$ cat config.mk
export PLATFORM = sky130hd
export DESIGN_NAME = rv32i_mc_control_unit_flat
export DESIGN_NICKNAME = d
export VERILOG_FILES = /design/src/rtl/rv32i_mc_control_unit_pkg.sv /design/src/rtl/rv32i_mc_control_unit_if.sv /design/src/rtl/rv32i_mem_wait_timer.sv /design/src/rtl/rv32i_mc_control_unit.sv /design/src/flat_wrapper.sv
export SDC_FILE = /design/constraint.sdc
export NUM_CORES = 1
export LEC_CHECK = 0
export CAP_MARGIN = 15
export CORE_MARGIN = 2
export CORE_UTILIZATION = 35
export DETAILED_ROUTE_END_ITERATION = 8
export DONT_BUFFER_PORTS = 1
export HOLD_SLACK_MARGIN = 0.12
export MAX_ROUTING_LAYER = met4
export PLACE_DENSITY = 0.54
export RECOVER_POWER = 50
export SYNTH_ARGS = -nofsm -noshare
export SYNTH_HDL_FRONTEND = slang
export SYNTH_HIERARCHICAL = 1
export SYNTH_SLANG_ARGS = --single-unit
$ cat constraint.sdc
create_clock -name clk -period 8.46 [get_ports clk]
set_clock_uncertainty 0.1 [all_clocks]
set_input_delay 0.846 -clock clk [delete_from_list [all_inputs] [get_ports clk]]
set_output_delay 0.846 -clock clk [all_outputs]
set_load 0.02 [all_outputs]
$ cat src/rtl/rv32i_mc_control_unit_pkg.sv
// Shared types for the RV32I multi-cycle control unit: FSM states, trap causes,
// datapath mux selects and the set of opcodes DECODE accepts.
package rv32i_mc_control_unit_pkg;

  typedef enum logic [2:0] {
    IDLE_S0      = 3'd0,
    FETCH_S1     = 3'd1,
    DECODE_S2    = 3'd2,
    EXECUTE_S3   = 3'd3,
    MEM_S4       = 3'd4,
    WRITEBACK_S5 = 3'd5,
    TRAP_S6      = 3'd6
  } rv32i_state_t;

  typedef enum logic [1:0] {
    CAUSE_ILLEGAL     = 2'd0,
    CAUSE_ECALL       = 2'd1,
    CAUSE_EBREAK      = 2'd2,
    CAUSE_BUS_TIMEOUT = 2'd3
  } RV32I_TRAP_CAUSE_t;

  typedef enum logic [1:0] {
    RES_ALU = 2'd0,
    RES_MEM = 2'd1,
    RES_PC4 = 2'd2,
    RES_IMM = 2'd3
  } RV32I_RESULT_SRC_t;

  typedef enum logic {
    PC_PLUS4  = 1'b0,
    PC_TARGET = 1'b1
  } RV32I_PC_SRC_t;

  localparam logic [6:0] OP_R     = 7'b0110011;
  localparam logic [6:0] OP_I     = 7'b0010011;
  localparam logic [6:0] OP_LOAD  = 7'b0000011;
  localparam logic [6:0] OP_JALR  = 7'b1100111;
  localparam logic [6:0] OP_ENV   = 7'b1110011;
  localparam logic [6:0] OP_S     = 7'b0100011;
  localparam logic [6:0] OP_B     = 7'b1100011;
  localparam logic [6:0] OP_J     = 7'b1101111;
  localparam logic [6:0] OP_LUI   = 7'b0110111;
  localparam logic [6:0] OP_AUIPC = 7'b0010111;

  localparam int NUM_LEGAL_OPS = 10;
  localparam logic [6:0] LEGAL_OPCODES [NUM_LEGAL_OPS] = '{
    OP_R, OP_I, OP_LOAD, OP_JALR, OP_ENV, OP_S, OP_B, OP_J, OP_LUI, OP_AUIPC
  };

  function automatic logic is_legal_opcode(input logic [6:0] op);
    logic hit;
    hit = 1'b0;
    for (int i = 0; i < NUM_LEGAL_OPS; i++) begin
      if (op == LEGAL_OPCODES[i]) hit = 1'b1;
    end
    return hit;
  endfunction

endpackage

$ cat src/rtl/rv32i_mc_control_unit_if.sv
// Memory request bus between the control unit (master) and the memory (slave).
interface rv32i_mc_control_unit_if;
  logic mem_req;
  logic mem_we;
  logic mem_sel;
  logic mem_ready;

  modport master (output mem_req, output mem_we, output mem_sel, input mem_ready);
  modport slave  (input mem_req, input mem_we, input mem_sel, output mem_ready);
endinterface

$ cat src/rtl/rv32i_mem_wait_timer.sv
// Counts cycles an active memory request goes unanswered; flags a timeout on the
// cycle the count would reach MEM_WAIT_MAX (never when MEM_WAIT_MAX is 0).
module rv32i_mem_wait_timer #(
  parameter int MEM_WAIT_MAX   = 16,
  parameter int WAIT_CNT_WIDTH = 8
) (
  input  logic clk,
  input  logic rst,
  input  logic active,
  input  logic ready,
  input  logic clear,
  output logic timeout
);

  localparam logic [WAIT_CNT_WIDTH-1:0] LIMIT =
    (MEM_WAIT_MAX == 0) ? '0 : WAIT_CNT_WIDTH'(MEM_WAIT_MAX - 1);
  localparam logic [WAIT_CNT_WIDTH-1:0] SAT = '1;

  logic [WAIT_CNT_WIDTH-1:0] cnt_q, cnt_d;

  // A ready on the limit cycle wins, so timeout is gated by !ready.
  assign timeout = (MEM_WAIT_MAX != 0) && active && !ready && (cnt_q == LIMIT);

  always_comb begin
    cnt_d = cnt_q;
    if (clear) begin
      cnt_d = '0;
    end else if (active && !ready && (cnt_q != SAT)) begin
      cnt_d = cnt_q + WAIT_CNT_WIDTH'(1);
    end
  end

  always_ff @(posedge clk) begin
    if (rst) cnt_q <= '0;
    else     cnt_q <= cnt_d;
  end

endmodule

$ cat src/rtl/rv32i_mc_control_unit.sv
// Multi-cycle RV32I control FSM with variable-latency memory handshake, trap
// state and retired-instruction counter. Drives datapath strobes only.
module rv32i_mc_control_unit
  import rv32i_mc_control_unit_pkg::*;
#(
  parameter int MEM_WAIT_MAX     = 16,
  parameter int RETIRE_CNT_WIDTH = 32,
  parameter int WAIT_CNT_WIDTH   = 8
) (
  input  logic                        clk,
  input  logic                        rst,
  input  logic                        start,
  input  logic [6:0]                  opcode,
  input  logic                        instr_bit20,
  input  logic                        branch_taken,
  input  logic                        trap_ack,
  rv32i_mc_control_unit_if.master     mem,
  output rv32i_state_t                state,
  output logic                        ir_write,
  output logic                        pc_write,
  output logic                        pc_src,
  output logic                        reg_write,
  output logic [1:0]                  result_src,
  output logic                        trap_valid,
  output logic [1:0]                  trap_cause,
  output logic [RETIRE_CNT_WIDTH-1:0] retired_cnt
);

  rv32i_state_t                state_q, state_d;
  RV32I_TRAP_CAUSE_t           cause_q, cause_d;
  logic [RETIRE_CNT_WIDTH-1:0] retired_q, retired_d;
  RV32I_RESULT_SRC_t           result_src_c;
  logic mem_req_c, mem_we_c, mem_sel_c, retire_c, timeout;

  rv32i_mem_wait_timer #(
    .MEM_WAIT_MAX  (MEM_WAIT_MAX),
    .WAIT_CNT_WIDTH(WAIT_CNT_WIDTH)
  ) u_wait_timer (
    .clk    (clk),
    .rst    (rst),
    .active (mem_req_c),
    .ready  (mem.mem_ready),
    .clear  (state_d != state_q),
    .timeout(timeout)
  );

  always_comb begin
    state_d      = state_q;
    cause_d      = cause_q;
    ir_write     = 1'b0;
    pc_write     = 1'b0;
    pc_src       = PC_PLUS4;
    reg_write    = 1'b0;
    result_src_c = RES_ALU;
    mem_req_c    = 1'b0;
    mem_we_c     = 1'b0;
    mem_sel_c    = 1'b0;
    trap_valid   = 1'b0;
    retire_c     = 1'b0;
    case (state_q)
      IDLE_S0: if (start) state_d = FETCH_S1;
      FETCH_S1: begin
        mem_req_c = 1'b1;
        if (mem.mem_ready) begin
          ir_write = 1'b1;
          state_d  = DECODE_S2;
        end else if (timeout) begin
          cause_d = CAUSE_BUS_TIMEOUT;
          state_d = TRAP_S6;
        end
      end
      DECODE_S2: begin
        if (is_legal_opcode(opcode)) begin
          state_d = EXECUTE_S3;
        end else begin
          cause_d = CAUSE_ILLEGAL;
          state_d = TRAP_S6;
        end
      end
      EXECUTE_S3: begin
        case (opcode)
          OP_LOAD, OP_S: state_d = MEM_S4;
          OP_B: begin
            pc_write = 1'b1;
            pc_src   = branch_taken;
            retire_c = 1'b1;
            state_d  = FETCH_S1;
          end
          OP_ENV: begin
            cause_d = instr_bit20 ? CAUSE_EBREAK : CAUSE_ECALL;
            state_d = TRAP_S6;
          end
          default: state_d = WRITEBACK_S5;
        endcase
      end
      MEM_S4: begin
        mem_req_c = 1'b1;
        mem_sel_c = 1'b1;
        mem_we_c  = (opcode == OP_S);
        if (mem.mem_ready) begin
          if (opcode == OP_S) begin
            pc_write = 1'b1;
            retire_c = 1'b1;
            state_d  = FETCH_S1;
          end else begin
            state_d = WRITEBACK_S5;
          end
        end else if (timeout) begin
          cause_d = CAUSE_BUS_TIMEOUT;
          state_d = TRAP_S6;
        end
      end
      WRITEBACK_S5: begin
        reg_write = 1'b1;
        pc_write  = 1'b1;
        retire_c  = 1'b1;
        pc_src    = (opcode == OP_J) || (opcode == OP_JALR);
        case (opcode)
          OP_LOAD:       result_src_c = RES_MEM;
          OP_J, OP_JALR: result_src_c = RES_PC4;
          OP_LUI:        result_src_c = RES_IMM;
          default:       result_src_c = RES_ALU;
        endcase
        state_d = FETCH_S1;
      end
      TRAP_S6: begin
        trap_valid = 1'b1;
        if (trap_ack) state_d = IDLE_S0;
      end
      default: state_d = IDLE_S0;
    endcase
    retired_d = retired_q + (retire_c ? RETIRE_CNT_WIDTH'(1) : '0);
  end

  always_ff @(posedge clk) begin
    if (rst) begin
      state_q   <= IDLE_S0;
      cause_q   <= CAUSE_ILLEGAL;
      retired_q <= '0;
    end else begin
      state_q   <= state_d;
      cause_q   <= cause_d;
      retired_q <= retired_d;
    end
  end

  assign state       = state_q;
  assign result_src  = result_src_c;
  assign trap_cause  = cause_q;
  assign retired_cnt = retired_q;
  assign mem.mem_req = mem_req_c;
  assign mem.mem_we  = mem_we_c;
  assign mem.mem_sel = mem_sel_c;

endmodule

$ cat src/flat_wrapper.sv
// flat-port wrapper written by rule: the top's interface ports become plain ports
module rv32i_mc_control_unit_flat import rv32i_mc_control_unit_pkg::*;
#(
  parameter int MEM_WAIT_MAX     = 16,
  parameter int RETIRE_CNT_WIDTH = 32,
  parameter int WAIT_CNT_WIDTH   = 8
)
  (clk, rst, start, opcode, instr_bit20, branch_taken, trap_ack, state, ir_write, pc_write, pc_src, reg_write, result_src, trap_valid, trap_cause, retired_cnt, mem_mem_req, mem_mem_we, mem_mem_sel, mem_mem_ready);
  rv32i_mc_control_unit_if mem_i ();
  input  logic clk;
  input  logic rst;
  input  logic start;
  input  logic [6:0] opcode;
  input  logic instr_bit20;
  input  logic branch_taken;
  input  logic trap_ack;
  output rv32i_state_t state;
  output logic ir_write;
  output logic pc_write;
  output logic pc_src;
  output logic reg_write;
  output logic [1:0] result_src;
  output logic trap_valid;
  output logic [1:0] trap_cause;
  output logic [RETIRE_CNT_WIDTH-1:0] retired_cnt;
  output wire logic [$bits(mem_i.mem_req)-1:0] mem_mem_req;
  output wire logic [$bits(mem_i.mem_we)-1:0] mem_mem_we;
  output wire logic [$bits(mem_i.mem_sel)-1:0] mem_mem_sel;
  input wire logic [$bits(mem_i.mem_ready)-1:0] mem_mem_ready;
  assign mem_mem_req = mem_i.mem_req;
  assign mem_mem_we = mem_i.mem_we;
  assign mem_mem_sel = mem_i.mem_sel;
  assign mem_i.mem_ready = mem_mem_ready;
  rv32i_mc_control_unit #(.MEM_WAIT_MAX(MEM_WAIT_MAX), .RETIRE_CNT_WIDTH(RETIRE_CNT_WIDTH), .WAIT_CNT_WIDTH(WAIT_CNT_WIDTH)) u_core (.clk(clk), .rst(rst), .start(start), .opcode(opcode), .instr_bit20(instr_bit20), .branch_taken(branch_taken), .trap_ack(trap_ack), .mem(mem_i), .state(state), .ir_write(ir_write), .pc_write(pc_write), .pc_src(pc_src), .reg_write(reg_write), .result_src(result_src), .trap_valid(trap_valid), .trap_cause(trap_cause), .retired_cnt(retired_cnt));
endmodule
==> reports/qor.csv <==
stage;metric;value;unit
synthesis;sequential area share after synthesis;0.358;
synthesis;share of the synthesized area in the top cell type;0.358;
placement;port buffer count;0;
layout;commonest non-fill, non-tap cell in the layout;dfxtp_1;
synthesis;Seq cells post-synth;45;
synthesis;Yosys warnings;6;
synthesis;largest family of logic cells by synthesized area;simple AND/OR/NAND/NOR gates;
setup_path;FF-to-FF path depth;14;
detailed_routing;Routed WL;5660;um
detailed_routing;ANT nets after route;0;
sta;Setup violations, final;0;
synthesis;multiplexer share of the synthesized area;0;
die;Core Area;0.00687;mm^2
layout;# diodes;0;
synthesis;Synth Area in Simple Gates;0.356;
synthesis;unique cell type count in the Yosys netlist;50;
cts;Reg clk slew, reported paths;80;ps
grt;global-route wire length before repair;9310;um
hold_path;Worst Hold Path EP;u_core/u_wait_timer/cnt_q[1];
pwr;Flop pwr share;0.513;
grt;initial antenna violation count;0;
setup_path;crit-path max FO;14;
cts;hold_buf cts;0;
die;I/O Pins;61;
setup_path;crit start category;flop;
cts;post-CTS setup buffer count;0;
setup_path;Crit path max-delay family;simple AND/OR/NAND/NOR gates;
synthesis;Post-synth ARST share;0;
detailed_routing;vias per cell;5.33;
sta;Max Slew Vio Count;0;
sta;Worst Tran Pin Value;796;ps
sta;Fmax;0.230;GHz
detailed_routing;via count;2121;
die;Die H;88.8;um
setup_path;Setup crit end kind;flop;
pwr;combinational share of power;0.114;
grt;largest net degree at the start of global routing;38;
setup_path;CP cell instances;nand2b_1, a21oi_1, nor2b_2, and3_1, and3_1, nor2b_1, a21boi_0, o32ai_1, o21a_1, o211ai_1, or2_2, nor2_1, nand4_1, o21ai_2;
detailed_routing;drt wl/cell;14.2;um
setup_path;crit path kind;flop to flop;
sta;Final period util;0.514;
pwr;internal cell power;0.000333;W
cts;CTS buffer count;5;
pwr;clock share of power;0.373;
cts;CTS tree;built;
synthesis;synthesized netlist net count;322;
synthesis;Netlist Area Pre-Place;0.00252;mm^2
setup_path;CP Depth;14;
layout;Area Growth Syn to Fin;6.66;%
pwr;Total Power;0.000447;W
setup_path;Arr. time, crit path;4470;ps
cts;CTS max path bufs;2;
die;DIE WIDTH;88.8;um
cts;clock network latency to the later pin of the worst-skew pair;290;ps
die;Std-Cell Rows;30;
cts;# clock sinks;45;
pwr;VDD IR max;0.107;mV
setup_path;CP max-delay cell;dfxtp_1;
placement;dpl hpwl;4060;um
synthesis;adder-cell share of the synthesized area;0.0149;
setup_path;CP max stage delay;740;ps
synthesis;Syn Area/Cell;8.25;um^2
sta;RSZ-0062 raised after global routing;no;
setup_path;Most Frequent Cell on Critical Path;and3_1;
hold_path;worst hold path stage count;2;
setup_path;Req. time, crit path;8580;ps
cts;Clk Tree Root Cell;clkbuf_8;
detailed_routing;initial drt markers;117;
pwr;switching share of power;0.255;
synthesis;xor and xnor fraction of the mapped netlist area;0.0940;
synthesis;post-synthesis compound-gate area fraction;0.135;
synthesis;ys flop type;dfxtp_1;
grt;grt total ovfl;0;
layout;fraction of layout cells with a size suffix above 1;0.0861;
grt;number of global-route vias before repair;2022;
placement;gpl congestion;0.849;
synthesis;Cells after Synth;305;
setup_path;R2R Path Start;u_core/state[2];
status;run status;finished, final reports clean;
sta;Rel. slew slack;0.464;
hold_path;Hold Path Origin;u_core/u_wait_timer/cnt_q[1];
cts;PostCTS Resize Cnt;0;
setup_path;reg2reg setup slack;4110;ps
sta;Final Hold Fails;0;
layout;most frequent cells in the layout;dfxtp_1 (45), nor2_1 (43), nand2_1 (21);
setup_path;r2r endpoint;u_core/u_wait_timer/cnt_q[5];
detailed_routing;drc violations;0;
synthesis;number of synthesized flops with an enable pin;0;
pwr;Psw;0.000114;W
die;die area;0.00788;mm^2
setup_path;Setup crit start;u_core/state[2];
hold_path;Hold Path Class;flop to flop;
setup_path;Bufs and invs on worst path;0;
layout;# nets final;318;
detailed_routing;TritonRoute pass-1 iters;4;
synthesis;synth top area cells;dfxtp_1 (36%), xnor2_1 (7.0%), nor2_1 (6.4%);
sta;Setup TNS;0;ps
sta;Tmin final;4350;ps
die;starting density of the core;0.366;
synthesis;Synth area leader;dfxtp_1;
run;number of max-cap violations;0;
pwr;leakage;0.888;nW
grt;aggregate global-route resource usage;0.151;
pwr;PD cells;166;mW/mm^2
cts;H-Tree Depth;2;
[stage by stage]
stage | area, um^2 | util | instances | worst slack, ps | hold WS, ps
floorplan | 2520 | - | 305 | 4800 | 349
finish | 2680 | 0.391 | 398 | 4110 | 385
CTS | 2680 | 0.391 | 398 | 4140 | 389
global route | 2680 | 0.391 | 398 | 3680 | 426
detailed placement | 2570 | 0.374 | 390 | 4170 | 377
global placement | 2570 | 0.374 | 390 | 4100 | 367
[synthesized netlist by cell type, types with 2 or more instances]
cell type  instances
nand2_1           21
and2_1             2
nor3b_1            3
a41o_1             2
clkbuf_1           7
o311a_1            2
a221o_1            2
o211ai_1           2
o21ai_0           13
nand2b_1           3
a21oi_1           15
nand3_1           18
nand4_1            7
nor2b_1            4
and4_1             7
a31oi_1            4
xor2_1             7
a211oi_1           3
a21boi_0           2
inv_1             10
buf_6              3
nor4_1             3
nor2_1            43
nor3_2             6
dfxtp_1           45
ha_1               3
nor3_1            15
and3_1             7
xnor2_1           20
or3_1              6
[layout make-up]
class | count | area, um^2
inverter | 10 | 37.5
clock inverter | 1 | 30.0
clock buffer | 7 | 86.3
fill | 711 | 4190
tap | 96 | 120
multi-input combinational | 239 | 1510
sequential | 45 | 901
[flip-flops by register name, indices dropped and copies added, names as in the netlist]
name / cells
u_core/retired_cnt: 32
u_core/state: 3
u_core/trap_cause: 2
u_core/u_wait_timer/cnt_q: 8
[logic make-up after synthesis]
family / Yosys count
AOI/OAI and AO/OA: 51
xor gates and xnor gates: 27
adders and majority gates: 3
buffers and inverters: 21
DFF: 45
and+or+nand+nor: 158
[worst reg2reg max path, cell delays in order, from the launching register on]
cell      delay, ps
dfxtp_1         740
nand2b_1        280
a21oi_1         600
nor2b_2         360
and3_1          250
and3_1          220
nor2b_1         200
a21boi_0        120
o32ai_1         410
o21a_1          190
o211ai_1        130
or2_2           390
nor2_1          110
nand4_1         120
o21ai_2          70
[how the worst max path moves through the flow]
stage | end | slack [ps]
CTS | u_core/u_wait_timer/cnt_q[5] | 4140
finish | u_core/u_wait_timer/cnt_q[5] | 4110
global placement | u_core/u_wait_timer/cnt_q[7] | 4100
detailed placement | u_core/u_wait_timer/cnt_q[5] | 4170
floorplan | u_core/u_wait_timer/cnt_q[4] | 4800
global route | u_core/u_wait_timer/cnt_q[5] | 3680
[power groups by stage]
stage	Clock (W)	Combinational [W]	Sequential, W
2_1_floorplan	0	0.0000493	0.000228
6_report	0.000167	0.0000509	0.000229
5_1_grt	0.000182	0.0000574	0.000231
3_3_place_gp	0	0.0000509	0.000234
4_1_cts	0.000175	0.0000504	0.000229
3_5_place_dp	0	0.0000499	0.000234
[per-layer routing]
| layer | track usage | share of wire | up-vias |
|---|---|---|---|
| li1 | - | - | 1080 |
| met1 | 0.180 | 0.46 | 982 |
| met2 | 0.248 | 0.47 | 52 |
| met3 | 0.0420 | 0.060 | 7 |
| met4 | 0.0427 | 0.012 | 0 |
| met5 | - | 0 | - |
(Power assumes the default switching activity.)
